==> config.mk <==
export PLATFORM = sky130hd
export DESIGN_NAME = alu_rr_arbiter
export DESIGN_NICKNAME = d
export VERILOG_FILES = /design/src/rtl/alu_rr_arbiter_pkg.sv /design/src/rtl/alu_32.sv /design/src/rtl/alu_rr_arbiter.sv
export SDC_FILE = /design/constraint.sdc
export NUM_CORES = 1
export LEC_CHECK = 0
export ABC_AREA = 0
export BUFFER_PORTS_ARGS = -buffer_cell sky130_fd_sc_hd__buf_2
export CORE_AREA = 2 2 192 194
export CTS_BUF_LIST = sky130_fd_sc_hd__clkbuf_8
export CTS_CLUSTER_DIAMETER = 60
export DETAILED_ROUTE_END_ITERATION = 10
export DIE_AREA = 0 0 194 196
export PLACE_DENSITY_LB_ADDON = 0.2
export SETUP_SLACK_MARGIN = 0.4
export SLEW_MARGIN = 0
export SYNTH_ARGS = -nofsm -noshare
export SYNTH_HDL_FRONTEND = slang
export SYNTH_SLANG_ARGS = --single-unit
==> constraint.sdc <==
create_clock -name clk -period 7.2 [get_ports clk]
set_input_delay 0.72 -clock clk [delete_from_list [all_inputs] [get_ports clk]]
set_output_delay 0.72 -clock clk [all_outputs]
set_load 0.05 [all_outputs]
==> src/rtl/alu_rr_arbiter_pkg.sv <==
// rtl/alu_rr_arbiter_pkg.sv - ALU opcode type, opcode constants and legality check
package alu_rr_arbiter_pkg;

    typedef logic [3:0] alu_op_t;

    localparam alu_op_t ALU_ADD = 4'b0000;
    localparam alu_op_t ALU_SLL = 4'b0001;
    localparam alu_op_t ALU_XOR = 4'b0100;
    localparam alu_op_t ALU_SRL = 4'b0101;
    localparam alu_op_t ALU_OR  = 4'b0110;
    localparam alu_op_t ALU_AND = 4'b0111;
    localparam alu_op_t ALU_SUB = 4'b1000;
    localparam alu_op_t ALU_SRA = 4'b1101;

    // Shared with decode so both agree on which encodings are real ALU ops.
    function automatic logic is_legal_alu_op(input alu_op_t op);
        case (op)
            ALU_ADD, ALU_SUB, ALU_SLL, ALU_XOR,
            ALU_SRL, ALU_SRA, ALU_OR,  ALU_AND: return 1'b1;
            default:                            return 1'b0;
        endcase
    endfunction

endpackage

==> src/rtl/alu_32.sv <==
// rtl/alu_32.sv - 32-bit combinational ALU
module alu_32
    import alu_rr_arbiter_pkg::*;
(
    input  alu_op_t     op,
    input  logic [31:0] a,
    input  logic [31:0] b,
    output logic [31:0] result
);

    logic [4:0] shamt;

    assign shamt = b[4:0];

    // Undefined opcodes yield zero so nothing downstream ever sees X.
    always_comb begin
        result = 32'h0;
        case (op)
            ALU_ADD: result = a + b;
            ALU_SUB: result = a - b;
            ALU_SLL: result = a << shamt;
            ALU_SRL: result = a >> shamt;
            ALU_SRA: result = $unsigned($signed(a) >>> shamt);
            ALU_XOR: result = a ^ b;
            ALU_OR:  result = a | b;
            ALU_AND: result = a & b;
            default: result = 32'h0;
        endcase
    end

endmodule

==> src/rtl/alu_rr_arbiter.sv <==
// rtl/alu_rr_arbiter.sv - round-robin sharing of one ALU among NUM_REQ requesters
module alu_rr_arbiter
    import alu_rr_arbiter_pkg::*;
#(
    parameter int NUM_REQ = 4
)
(
    input  logic                  clk,
    input  logic                  rst,
    input  logic [NUM_REQ-1:0]    req_valid,
    output logic [NUM_REQ-1:0]    req_ready,
    input  logic [NUM_REQ*4-1:0]  req_op,
    input  logic [NUM_REQ*32-1:0] req_a,
    input  logic [NUM_REQ*32-1:0] req_b,
    output logic [NUM_REQ-1:0]    rsp_valid,
    input  logic [NUM_REQ-1:0]    rsp_ready,
    output logic [31:0]           rsp_result,
    output logic                  rsp_err,
    output logic                  busy
);

    localparam int PTR_W  = $clog2(NUM_REQ);
    localparam int PTR_W1 = PTR_W + 1;

    logic             s1_vld;
    alu_op_t          s1_op;
    logic [31:0]      s1_a;
    logic [31:0]      s1_b;
    logic [PTR_W-1:0] s1_id;
    logic             s1_err;

    logic             s2_vld;
    logic [31:0]      s2_result;
    logic             s2_err;
    logic [PTR_W-1:0] s2_id;

    logic [PTR_W-1:0]  rr_ptr;
    logic [PTR_W1-1:0] pick;
    logic              grant_found;
    logic [PTR_W-1:0]  grant_idx;
    logic              grant_ok;
    logic [PTR_W-1:0]  next_ptr;
    logic              s2_stall;
    logic              s1_stall;
    logic [31:0]       alu_result;

    // Rotate so rr_ptr sits at bit 0, take the lowest set bit, then rotate the index back.
    // Returns {found, index}.
    function automatic logic [PTR_W1-1:0] rr_pick(input logic [NUM_REQ-1:0] vld,
                                                  input logic [PTR_W-1:0]   ptr);
        logic [NUM_REQ-1:0] rot;
        logic               found;
        logic [PTR_W-1:0]   k;
        logic [PTR_W1-1:0]  sum;
        rot   = NUM_REQ'({vld, vld} >> ptr);
        found = 1'b0;
        k     = '0;
        for (int i = NUM_REQ - 1; i >= 0; i--) begin
            if (rot[i]) begin
                found = 1'b1;
                k     = PTR_W'(i);
            end
        end
        sum = {1'b0, ptr} + {1'b0, k};
        if (sum >= PTR_W1'(NUM_REQ)) begin
            sum = sum - PTR_W1'(NUM_REQ);
        end
        return {found, sum[PTR_W-1:0]};
    endfunction

    alu_32 u_alu (
        .op     (s1_op),
        .a      (s1_a),
        .b      (s1_b),
        .result (alu_result)
    );

    // Stall chain, grant selection and the one-hot accept vector.
    always_comb begin
        pick        = rr_pick(req_valid, rr_ptr);
        grant_found = pick[PTR_W];
        grant_idx   = pick[PTR_W-1:0];
        s2_stall    = s2_vld & ~rsp_ready[s2_id];
        s1_stall    = s1_vld & s2_stall;
        grant_ok    = grant_found & ~s1_stall & ~rst;
        next_ptr    = (grant_idx == PTR_W'(NUM_REQ - 1)) ? '0 : grant_idx + PTR_W'(1);
        s1_err      = ~is_legal_alu_op(s1_op);
        for (int i = 0; i < NUM_REQ; i++) begin
            req_ready[i] = grant_ok & (grant_idx == PTR_W'(i));
        end
    end

    // Response side is driven only from stage 2 and is all-zero when it is empty.
    always_comb begin
        for (int i = 0; i < NUM_REQ; i++) begin
            rsp_valid[i] = s2_vld & (s2_id == PTR_W'(i));
        end
        rsp_result = s2_vld ? s2_result : 32'h0;
        rsp_err    = s2_vld & s2_err;
        busy       = s1_vld | s2_vld;
    end

    // Two-stage pipeline plus rotating priority pointer.
    always_ff @(posedge clk or posedge rst) begin
        if (rst) begin
            s1_vld    <= 1'b0;
            s1_op     <= ALU_ADD;
            s1_a      <= 32'h0;
            s1_b      <= 32'h0;
            s1_id     <= '0;
            s2_vld    <= 1'b0;
            s2_result <= 32'h0;
            s2_err    <= 1'b0;
            s2_id     <= '0;
            rr_ptr    <= '0;
        end else begin
            if (!s1_stall) begin
                if (grant_ok) begin
                    s1_vld <= 1'b1;
                    s1_op  <= req_op[{grant_idx, 2'b00} +: 4];
                    s1_a   <= req_a[{grant_idx, 5'b00000} +: 32];
                    s1_b   <= req_b[{grant_idx, 5'b00000} +: 32];
                    s1_id  <= grant_idx;
                    rr_ptr <= next_ptr;
                end else begin
                    s1_vld <= 1'b0;
                end
            end
            if (!s2_stall) begin
                s2_vld <= s1_vld;
                if (s1_vld) begin
                    s2_result <= s1_err ? 32'h0 : alu_result;
                    s2_err    <= s1_err;
                    s2_id     <= s1_id;
                end
            end
        end
    end

endmodule

# After elaboration in Yosys (flattened, before gate mapping)
# Memory sizes are Yosys's and may differ from the RTL's.
# Index checks and enable logic that the tools add are counted.
dict set report classes {
  n_addsub 5
  n_lt_le_gt_ge 2
  n_eq_ne 13
  shift 7
  muxes 16
  n_bitwise 22
  reduce_logical 5
}
# op count
set ops {}
lappend ops {{one-hot mux 32 bit (8 select lines)} 1}
lappend ops {{indexed part select 128 x 8 -> 32 bit} 2}
lappend ops {{two-way mux 32 bit} 2}
lappend ops {{adder 32 bit} 1}
lappend ops {{AND 32 bit} 1}
lappend ops {{bitwise OR 32 bit} 1}
lappend ops {{left shift 32 x 5 -> 32 bit} 1}
lappend ops {{>> shifter 32 x 5 -> 32 bit} 1}
lappend ops {{>>> shifter 32 x 5 -> 32 bit} 1}
lappend ops {{subtractor 32 bit} 1}
lappend ops {{XOR 32 bit} 1}
lappend ops {{equality test 4 x 3 -> 1 bit (second input constant)} 4}
lappend ops {{indexed part select 16 x 5 -> 4 bit} 1}
lappend ops {{AND 1 bit} 13}
lappend ops {{two-way mux 2 bit} 6}
lappend ops {{equality test 2 bit (second input constant)} 4}
lappend ops {{equality test 4 bit (second input constant)} 2}
lappend ops {{>> shifter 8 x 2 -> 4 bit} 1}
lappend ops {{two-way mux 1 bit} 6}
lappend ops {{NOT 1 bit} 5}
lappend ops {{equality test 2 x 1 -> 1 bit (second input constant)} 2}
lappend ops {{equality test 4 x 1 -> 1 bit (second input constant)} 1}
lappend ops {{zero test 2 bit} 2}
lappend ops {{zero test 4 bit} 1}
lappend ops {{8 further kinds} 9}
dict set report word_totals {
  regBits 109
  romBits 16
  input_bits 282
  output_inout_bits 42
  memories 1
}
# memory words word_bits read_ports rd_ports_with_merged_regs write_ports line_no
set memory_table {}
lappend memory_table {{(no name shown)} 16 1 1 0 0 alu_rr_arbiter_pkg.sv:17} ;# case (op)

# Longest topological paths before layout
# Gate-level depths: netlist (run 1).
dict set report depth {
  word_depth 10
  depth_mapped 21
  mapped_depth_nobuf 17
}

# Cells and area by module
# A second synthesis (run 1) with hierarchy kept.
dict set report hier_totals {
  cells_unflattened 2279
  area_unflattened_um2 18342.6
}
# module instances cells_each area_each_um2 seq_area_each_um2
set modules_own_cells {}
lappend modules_own_cells {alu_rr_arbiter 1 1141 9860.7 2727.6}
lappend modules_own_cells {alu_32 1 1138 8481.9 0.0}

# Worst setup path before layout (run 1)
# Ideal clock, no wire load.
dict set report synth_timing {
  path_kind {reg-to-reg}
  start {register s1_b[0]}
  end {register s2_result[31]}
  setup_time_ns 0.126
  arrival_time_ns 4.141
  required_ns 7.074
  path_slack_ns 2.933
  stages_incl_launch_ff 22
  synth_period_minus_slack_ns 4.267
  cell_sequence {dfrtp_1 buf_6 buf_4 buf_2 inv_2 ha_1 nand2_1 nor3_4 and2_2 nand2_1 or4_1 o21ai_0 xnor2_1 ha_1 clkbuf_1 a21o_1 a211oi_1 nand2_1 o21ai_0 a31oi_1 xnor2_1 a221o_1}
}
dict set report synth_via {
  elab_chain_len 3
  word_cells_on_any_way 7
  classes_between {add/sub: 2; shift: 3; mux: 2}
}
# item line_no
set synth_rtl {}
lappend synth_rtl {{from (decl)} alu_rr_arbiter.sv:28} ;# logic [31:0] s1_b;
lappend synth_rtl {{from (signal assigned)} alu_rr_arbiter.sv:122} ;# s1_b <= req_b[{grant_idx, 5'b00000} +: 32];
lappend synth_rtl {{subtractor 32 bit, or another cell as far along} alu_32.sv:20} ;# ALU_SUB: result = a - b;
lappend synth_rtl {{one-hot mux 32 bit (8 select lines) (*)} alu_32.sv:18} ;# case (op)
lappend synth_rtl {{two-way mux 32 bit (*)} alu_rr_arbiter.sv:132} ;# s2_result <= s1_err ? 32'h0 : alu_result;
lappend synth_rtl {{to (signal assigned)} alu_rr_arbiter.sv:132}
lappend synth_rtl {{to (decl)} alu_rr_arbiter.sv:33} ;# logic [31:0] s2_result;
# Mark *: on every way between the ends. The rest lies on a longest branch, timed or not.
# A chain may end at the register's enable or synchronous reset.

# Worst setup path after layout (run 1)
dict set report layout_timing {
  start {register s1_op[0]}
  end {register s2_result[24]}
}
dict set report layout_via {
  elab_chain_len 3
  word_cells_on_any_way 11
  classes_between {eq/ne: 7; mux: 2; reduce/logical: 1; memory: 1}
}
# item line_no
set layout_rtl {}
lappend layout_rtl {{from (decl)} alu_rr_arbiter.sv:26} ;# alu_op_t s1_op;
lappend layout_rtl {{from (signal assigned)} alu_rr_arbiter.sv:120} ;# s1_op <= req_op[{grant_idx, 2'b00} +: 4];
lappend layout_rtl {{equality test 4 x 3 -> 1 bit, or another cell as far along} alu_32.sv:18}
lappend layout_rtl {{one-hot mux 32 bit (8 select lines)} alu_32.sv:18}
lappend layout_rtl {{two-way mux 32 bit (*)} alu_rr_arbiter.sv:132}
# Marks and branches as above.

==> results of run 1 <==
## worst max-delay path: stages (launching register included)
cell and delay [ns]:
dfrtp_1 0.52, or2_2 0.36, nor2_1 0.09, buf_4 0.27
and2_1 0.58, nor2_1 0.11, xnor2_1 0.15, ha_1 0.35
nor2b_1 0.17, o2111a_1 0.28, o211ai_1 0.25, nand2_1 0.20
a31oi_1 0.37, o21ai_0 0.24, xor2_1 0.18, a221o_1 0.32
## sequential cells by signal (all words and copies together) (netlist names)
signal     flops
s1_vld         1
s2_id          2
s1_op          4
s1_id          2
rr_ptr         2
s2_vld         1
s1_a          32
s1_b          32
s2_result     32
s2_err         1
## Yosys cell counts, types with 11 or more instances
cell type and instances:
dfrtp_1 109, and3_1 16, and2_1 39, a221oi_1 23
nor3_1 27, nand3_1 14, xnor2_1 49, o211ai_1 12
nand2_1 118, clkbuf_1 88, a31oi_1 28, o21ai_0 89
a211oi_1 21, a21o_1 20, mux4_2 129, ha_1 102
mux2_2 82, nor2_1 155, mux2i_1 28, buf_2 27
inv_1 76, or3_1 11, a21oi_1 103
## area by class of cell
type | count | area [um2]
inverter | 79 | 299
tap | 468 | 586
clock inverter | 6 | 47.5
timing repair buffer | 350 | 1820
multi-input combinational | 1236 | 10600
sequential | 109 | 2740
clock buffer | 10 | 138
antenna | 1 | 2.50
fill | 3677 | 19800
## logic make-up after synthesis
kind of cell,Yosys count
muxes,239
buffers and inverters,208
xor gates and xnor gates,57
and+or+nand+nor,438
DFF,109
AOI/OAI and AO/OA,399
adders and majority gates,103
## per-stage QoR
| stage | setup slack, ns | hold slack, ns | std cells | util (%) |
|---|---|---|---|---|
| after floorplan | 2.93 | 0.431 | 1553 | - |
| after global placement | 2.78 | 0.448 | 2242 | 44.5 |
| after detailed placement | 2.74 | 0.457 | 2242 | 44.5 |
| after CTS | 2.73 | 0.391 | 2258 | 45.0 |
| after global routing | 2.26 | 0.430 | 2258 | 45.0 |
| final | 2.66 | 0.377 | 2259 | 45.0 |
## how the worst max path moves through the flow
stage	start	end	slack (ns)	depth (start not counted)
detailed placement	s1_op[0]	s2_result[24]	2.74	15
floorplan	s1_b[0]	s2_result[31]	2.93	21
global placement	s1_b[1]	s2_result[31]	2.78	17
CTS	s1_op[0]	s2_result[24]	2.73	15
global route	s1_op[0]	s2_result[24]	2.26	15
finish	s1_op[0]	s2_result[24]	2.66	15
## cells in the final DEF, fill, tap and decap left out, types with 48 or more instances in the layout
cell | synthesis | routed
o21ai_0 | 89 | 89
mux4_2 | 129 | 129
a21oi_1 | 103 | 103
nand2_1 | 118 | 117
ha_1 | 102 | 101
dfrtp_1 | 109 | 104
mux2_2 | 82 | 82
nor2_1 | 155 | 154
inv_1 | 76 | 75
xnor2_1 | 49 | 48
buf_2 | 27 | 323
## metal layers
layer | part of all wire, % | GRT usage (%) | up-vias
met2 | 45 | 47.0 | 698
met4 | 3.5 | 10.5 | 4
met5 | 0.047 | 0 | -
met1 | 42 | 42.6 | 7049
li1 | - | - | 6316
met3 | 9.1 | 5.98 | 104
==> impl_metrics.ini, run 1 <==
[sta]
min_period_ns = 4.54
worst_pin_slew_ns = 1.08
tns_ns = 0
slew_headroom_pct = 27.9
slew_violations = 0
setup_viol = 0
rsz0062_at_grt = no
skew_ns = 0.0357
fmax_mhz = 220
finalCritPeriodShare_pct = 63.1
finalHoldViolCount = 0

[floorplanning]
die_area_um2 = 38000
die_w_um = 194
ioPinCount = 324
die_h_um = 196
num_rows = 70
start_util_pct = 39.2
fp.coreArea_um2 = 36100

[worst_setup_path]
cp-end-kind = register
cp_max_fo = 16
critPathKind = reg2reg
r2r_start = s1_op[0]
start_kind = register
critPathRequiredTime_ns = 7.54
reg2regPathDepth = 15
worst_ep_arrival_time_ns = 4.89
r2r_slack_ns = 2.66
r2r_end = s2_result[24]

[yosys]
synth_area_leaders = mux4_2 (21%), dfrtp_1 (19%), ha_1 (9.0%)
yosysWarnings = 0
synth-simple-area-share_pct = 14.7
avgSynthCellArea_um2 = 9.11
synthArstFlopShare_pct = 100
synthAdderAreaFrac_pct = 9.16
synth-compound-area-share_pct = 18.4
ys_ff_latch = 109
yosysTopAreaCell = mux4_2
synth_ff_type = dfrtp_1
synth_edf_count = 0
synth_cell_types = 78
syn-num-nets = 1938
synth_xor_area_share_pct = 3.53
ys_seq_area_share_pct = 19.3
yosys-mux-area-fraction_pct = 29.0
synthesis.area_um2 = 14100
synth_top_family_by_area = multiplexers
syn_inst = 1553
synth_top_area_share_pct = 20.5

[cells_and_area]
area_growth_syn_to_layout_pct = 14.9
layout-drive-gt1-share_pct = 34.1
layout.nets = 2170
final_area_um2 = 16300

[global_route]
grt_pass1_wl_mm = 87.7
track_usage_pct = 30.4
antenna_found_initial = 2
grt_pass1_vias = 13800
grt-ovfl-total = 0
grt_max_degree = 76

[place]
hpwl_mm = 45.6
gp_congestion = 0.996
io_buffers = 323
place_area_um2 = 16100

[detailed_routing]
drt.antenna.violating_nets = 0
viasPerCell = 6.27
wl_per_cell_um = 25.7
drc = 0
wl_mm = 58.0
first_iter_violations = 1558
firstDrtPassIters = 5
vias = 14200

[clock_tree]
path_clk_slew_ns = 0.11
numCtsBuffers = 9
cts-root-buf = clkbuf_8
cts_resized = 0
hold_buffers = 0
clock-sinks = 109
tritoncts = built
post_cts_buffers = 0
clock_latency_ns = 0.47
htreeDepth = 3
cts_max_path_buffers = 2

[status]
status = completed

[worst_hold_path]
hold_class = in2async

[job]
cap_violations = 0
Power of run 1 is left out: the tool's default activity adds up to more than one toggle a clock period on the data nets, which glitch-free logic cannot reach.
==> run 2: changes to the inputs <==
--- a/config.mk
+++ b/config.mk
@@ -5,13 +5,13 @@
 export SDC_FILE = /design/constraint.sdc
 export NUM_CORES = 1
 export LEC_CHECK = 0
-export ABC_AREA = 0
+export ABC_AREA = 1
 export BUFFER_PORTS_ARGS = -buffer_cell sky130_fd_sc_hd__buf_2
-export CORE_AREA = 2 2 192 194
+export CORE_AREA = 2 2 199 201
 export CTS_BUF_LIST = sky130_fd_sc_hd__clkbuf_8
 export CTS_CLUSTER_DIAMETER = 60
 export DETAILED_ROUTE_END_ITERATION = 10
-export DIE_AREA = 0 0 194 196
+export DIE_AREA = 0 0 201 203
 export PLACE_DENSITY_LB_ADDON = 0.2
 export SETUP_SLACK_MARGIN = 0.4
 export SLEW_MARGIN = 0
==> constraint.sdc (replaced) <==
create_clock -name clk -period 3.9 [get_ports clk]
set_input_delay 0.39 -clock clk [delete_from_list [all_inputs] [get_ports clk]]
set_output_delay 0.39 -clock clk [all_outputs]
set_load 0.05 [all_outputs]
==> run 2 against run 1 <==
Effect of this change:
- clock skew hardly changed
- critical path depth grew 2
- register-to-register slack got worse by 2.2 ns
- routed wire length is 34% higher
- non-clock buffer count up 39
- count of clock-buffer cells in the layout did not move
- critical endpoint is now s2_result[7]
==> impl_metrics.ini, run 2 <==
[floorplanning]
start_util_pct = 39.9
die_h_um = 203
num_rows = 72
fp.coreArea_um2 = 38500
ioPinCount = 324
die_area_um2 = 40800
die_w_um = 201

[sta]
setup_viol = 0
slew_violations = 0
slew_headroom_pct = 36.9
tns_ns = 0
rsz0062_at_grt = no
worst_pin_slew_ns = 0.947
finalCritPeriodShare_pct = 87.6
finalHoldViolCount = 0
min_period_ns = 3.42
fmax_mhz = 293
skew_ns = 0.0356

[global_route]
grt.met2_usage_pct = 58.4
grt-ovfl-total = 0
grt.met1_usage_pct = 51.6
busiest_layer = met2
grt_pass1_wl_mm = 114
met3_usage_pct = 6.57
antenna_found_initial = 9
track_usage_pct = 37.6
grt_pass1_vias = 17800
grt_max_degree = 104

[detailed_routing]
first_iter_violations = 2076
vias = 19000
wl_mm = 77.6
drt.antenna.violating_nets = 0
firstDrtPassIters = 6
wl_per_cell_um = 22.9
viasPerCell = 5.60
drc = 0

[clock_tree]
cts-root-buf = clkbuf_8
clock_latency_ns = 0.48
cts_max_path_buffers = 2
path_clk_slew_ns = 0.13
htreeDepth = 3
numCtsBuffers = 9
clock-sinks = 109
tritoncts = built

[cells_and_area]
mostFrequentLayoutCell = nand2_1
layout-drive-gt1-share_pct = 17.6
layout.nets = 3240
top_regs = s1_a x32, s1_b x32, s2_result x32
final_cell_mix = nand2_1 (858), nand3_1 (471), buf_2 (321)
fillers = 4278
area_growth_syn_to_layout_pct = 17.9
fin_cells = 3384
final_area_um2 = 18100

[yosys]
syn-num-nets = 2969
avgSynthCellArea_um2 = 5.94
synth-simple-area-share_pct = 43.6
synth_xor_area_share_pct = 1.83
yosys-mux-area-fraction_pct = 8.87
synth_edf_count = 0
synth_ff_type = dfrtp_1
synth_top_area_share_pct = 21.1
yosysMostFrequentCell = nand2_1
synth_area_leaders = nand2_1 (21%), dfrtp_1 (18%), nand3_1 (15%)
ys_seq_area_share_pct = 17.8
synthArstFlopShare_pct = 100
synth-compound-area-share_pct = 8.99
synthesis.area_um2 = 15400
synthAdderAreaFrac_pct = 8.44
syn_inst = 2584
synth_cell_types = 49
yosysTopAreaCell = nand2_1
synth_top_family_by_area = simple AND/OR/NAND/NOR gates
synth_commonest_cells = nand2_1 (865), nand3_1 (472), inv_1 (254)
yosysWarnings = 0
ys_ff_latch = 109

[worst_setup_path]
critPathSlowestCell = dfrtp_2
cp_max_fo = 14
critPathMaxStageDelay_ns = 0.51
critPathRequiredTime_ns = 4.23
cp-end-kind = register
start_kind = register
worst_ep_arrival_time_ns = 3.74
critPathKind = reg2reg
worstPathCellList = nand3_1, buf_4, buf_4, nand2_1, xor2_1, ha_1, nand2_1, nand2_1, nand2_1, nand2_1, inv_1, nand2_1, nand2_1, nand3_1, o211ai_1, o21ai_0, nand2_1
crit_top_cell = nand2_1

[worst_hold_path]
hold_class = in2reg

[job]
cap_violations = 0

[place]
place_area_um2 = 17600
gp_congestion = 1.06
place_inst = 3358
hpwl_mm = 63.8
io_buffers = 323

[status]
status = completed
-- run 2: metrics by stage --
| step | setup WS, ns | hold slack (ns) | util (%) |
|---|---|---|---|
| 2_1_floorplan | 0.459 | 0.449 | - |
| 3_3_place_gp | 0.193 | 0.324 | 45.7 |
| 3_5_place_dp | 0.259 | 0.328 | 45.7 |
| 4_1_cts | 0.399 | 0.223 | 46.4 |
| 5_1_grt | 0.349 | 0.279 | 47.0 |
| 6_report | 0.484 | 0.259 | 47.0 |
-- run 2: metal layers --
metal  wire length, um  vias up
li1                  -     9032
met1             33900     8864
met4              3130        2
met3              6770      117
met5                13        -
met2             33800      947
-- run 2: cells by family (layout without fill, tap and decap cells) --
| kind of cell | Yosys count | after routing |
|---|---|---|
| buffers and inverters | 395 | 671 |
| flip-flops | 109 | 109 |
| adder cells (fa/ha/maj) | 103 | 103 |
| multiplexers | 136 | 136 |
| AND/OR/NAND/NOR | 1567 | 1567 |
| XOR/XNOR | 32 | 32 |
| other | 0 | 6 |
| AO/OA/AOI/OAI | 242 | 242 |
-- run 2: worst max-delay path: cells and delay by family, from the launching register on --
family / cells / cell delay [ns]
adder cells (fa/ha/maj): 1 / 0.38
XOR/XNOR: 1 / 0.21
AO/OA/AOI/OAI: 2 / 0.47
flip-flops: 1 / 0.51
AND/OR/NAND/NOR: 10 / 1.18
buffers and inverters: 3 / 0.54
-- run 2: worst paths after layout --
check	from	endpoint	slack (ns)	depth (start not counted)
min	req_b[107]	s1_b[11]	0.26	5
min reg2reg	s2_result[10]	s2_result[10]	0.49	2
max in group asynchronous	rst	s1_b[21]	2.50	4
min in group asynchronous	rst	rr_ptr[0]	0.38	3
max	s1_op[3]	s2_result[7]	0.48	17
max reg2reg	s1_op[3]	s2_result[7]	0.48	17
-- run 2: final cells by class --
cell class                      count  area, um2  share of cell area, %
Multi-Input combinational cell   2080      11300                   62.3
Tap cell                          518        648                   3.58
Antenna cell                        6       15.0                 0.0830
Sequential cell                   109       2740                   15.1
Clock inverter                      6       70.1                  0.387
Inverter                          266       1010                   5.56
Timing Repair Buffer              389       2210                   12.2
Clock buffer                       10        138                  0.761
-- run 2: what timing repair did --
action | CTS | global route
pin swaps | 0 | 3
cloned | 0 | 0
setup endpoints to repair | 5 | 29
hold endpoints to repair | 6 | 0
buffers inserted | 0 | 3
gates resized for setup | 9 | 70
hold buffers | 1 | 0
Power of run 2 is left out for the same reason.
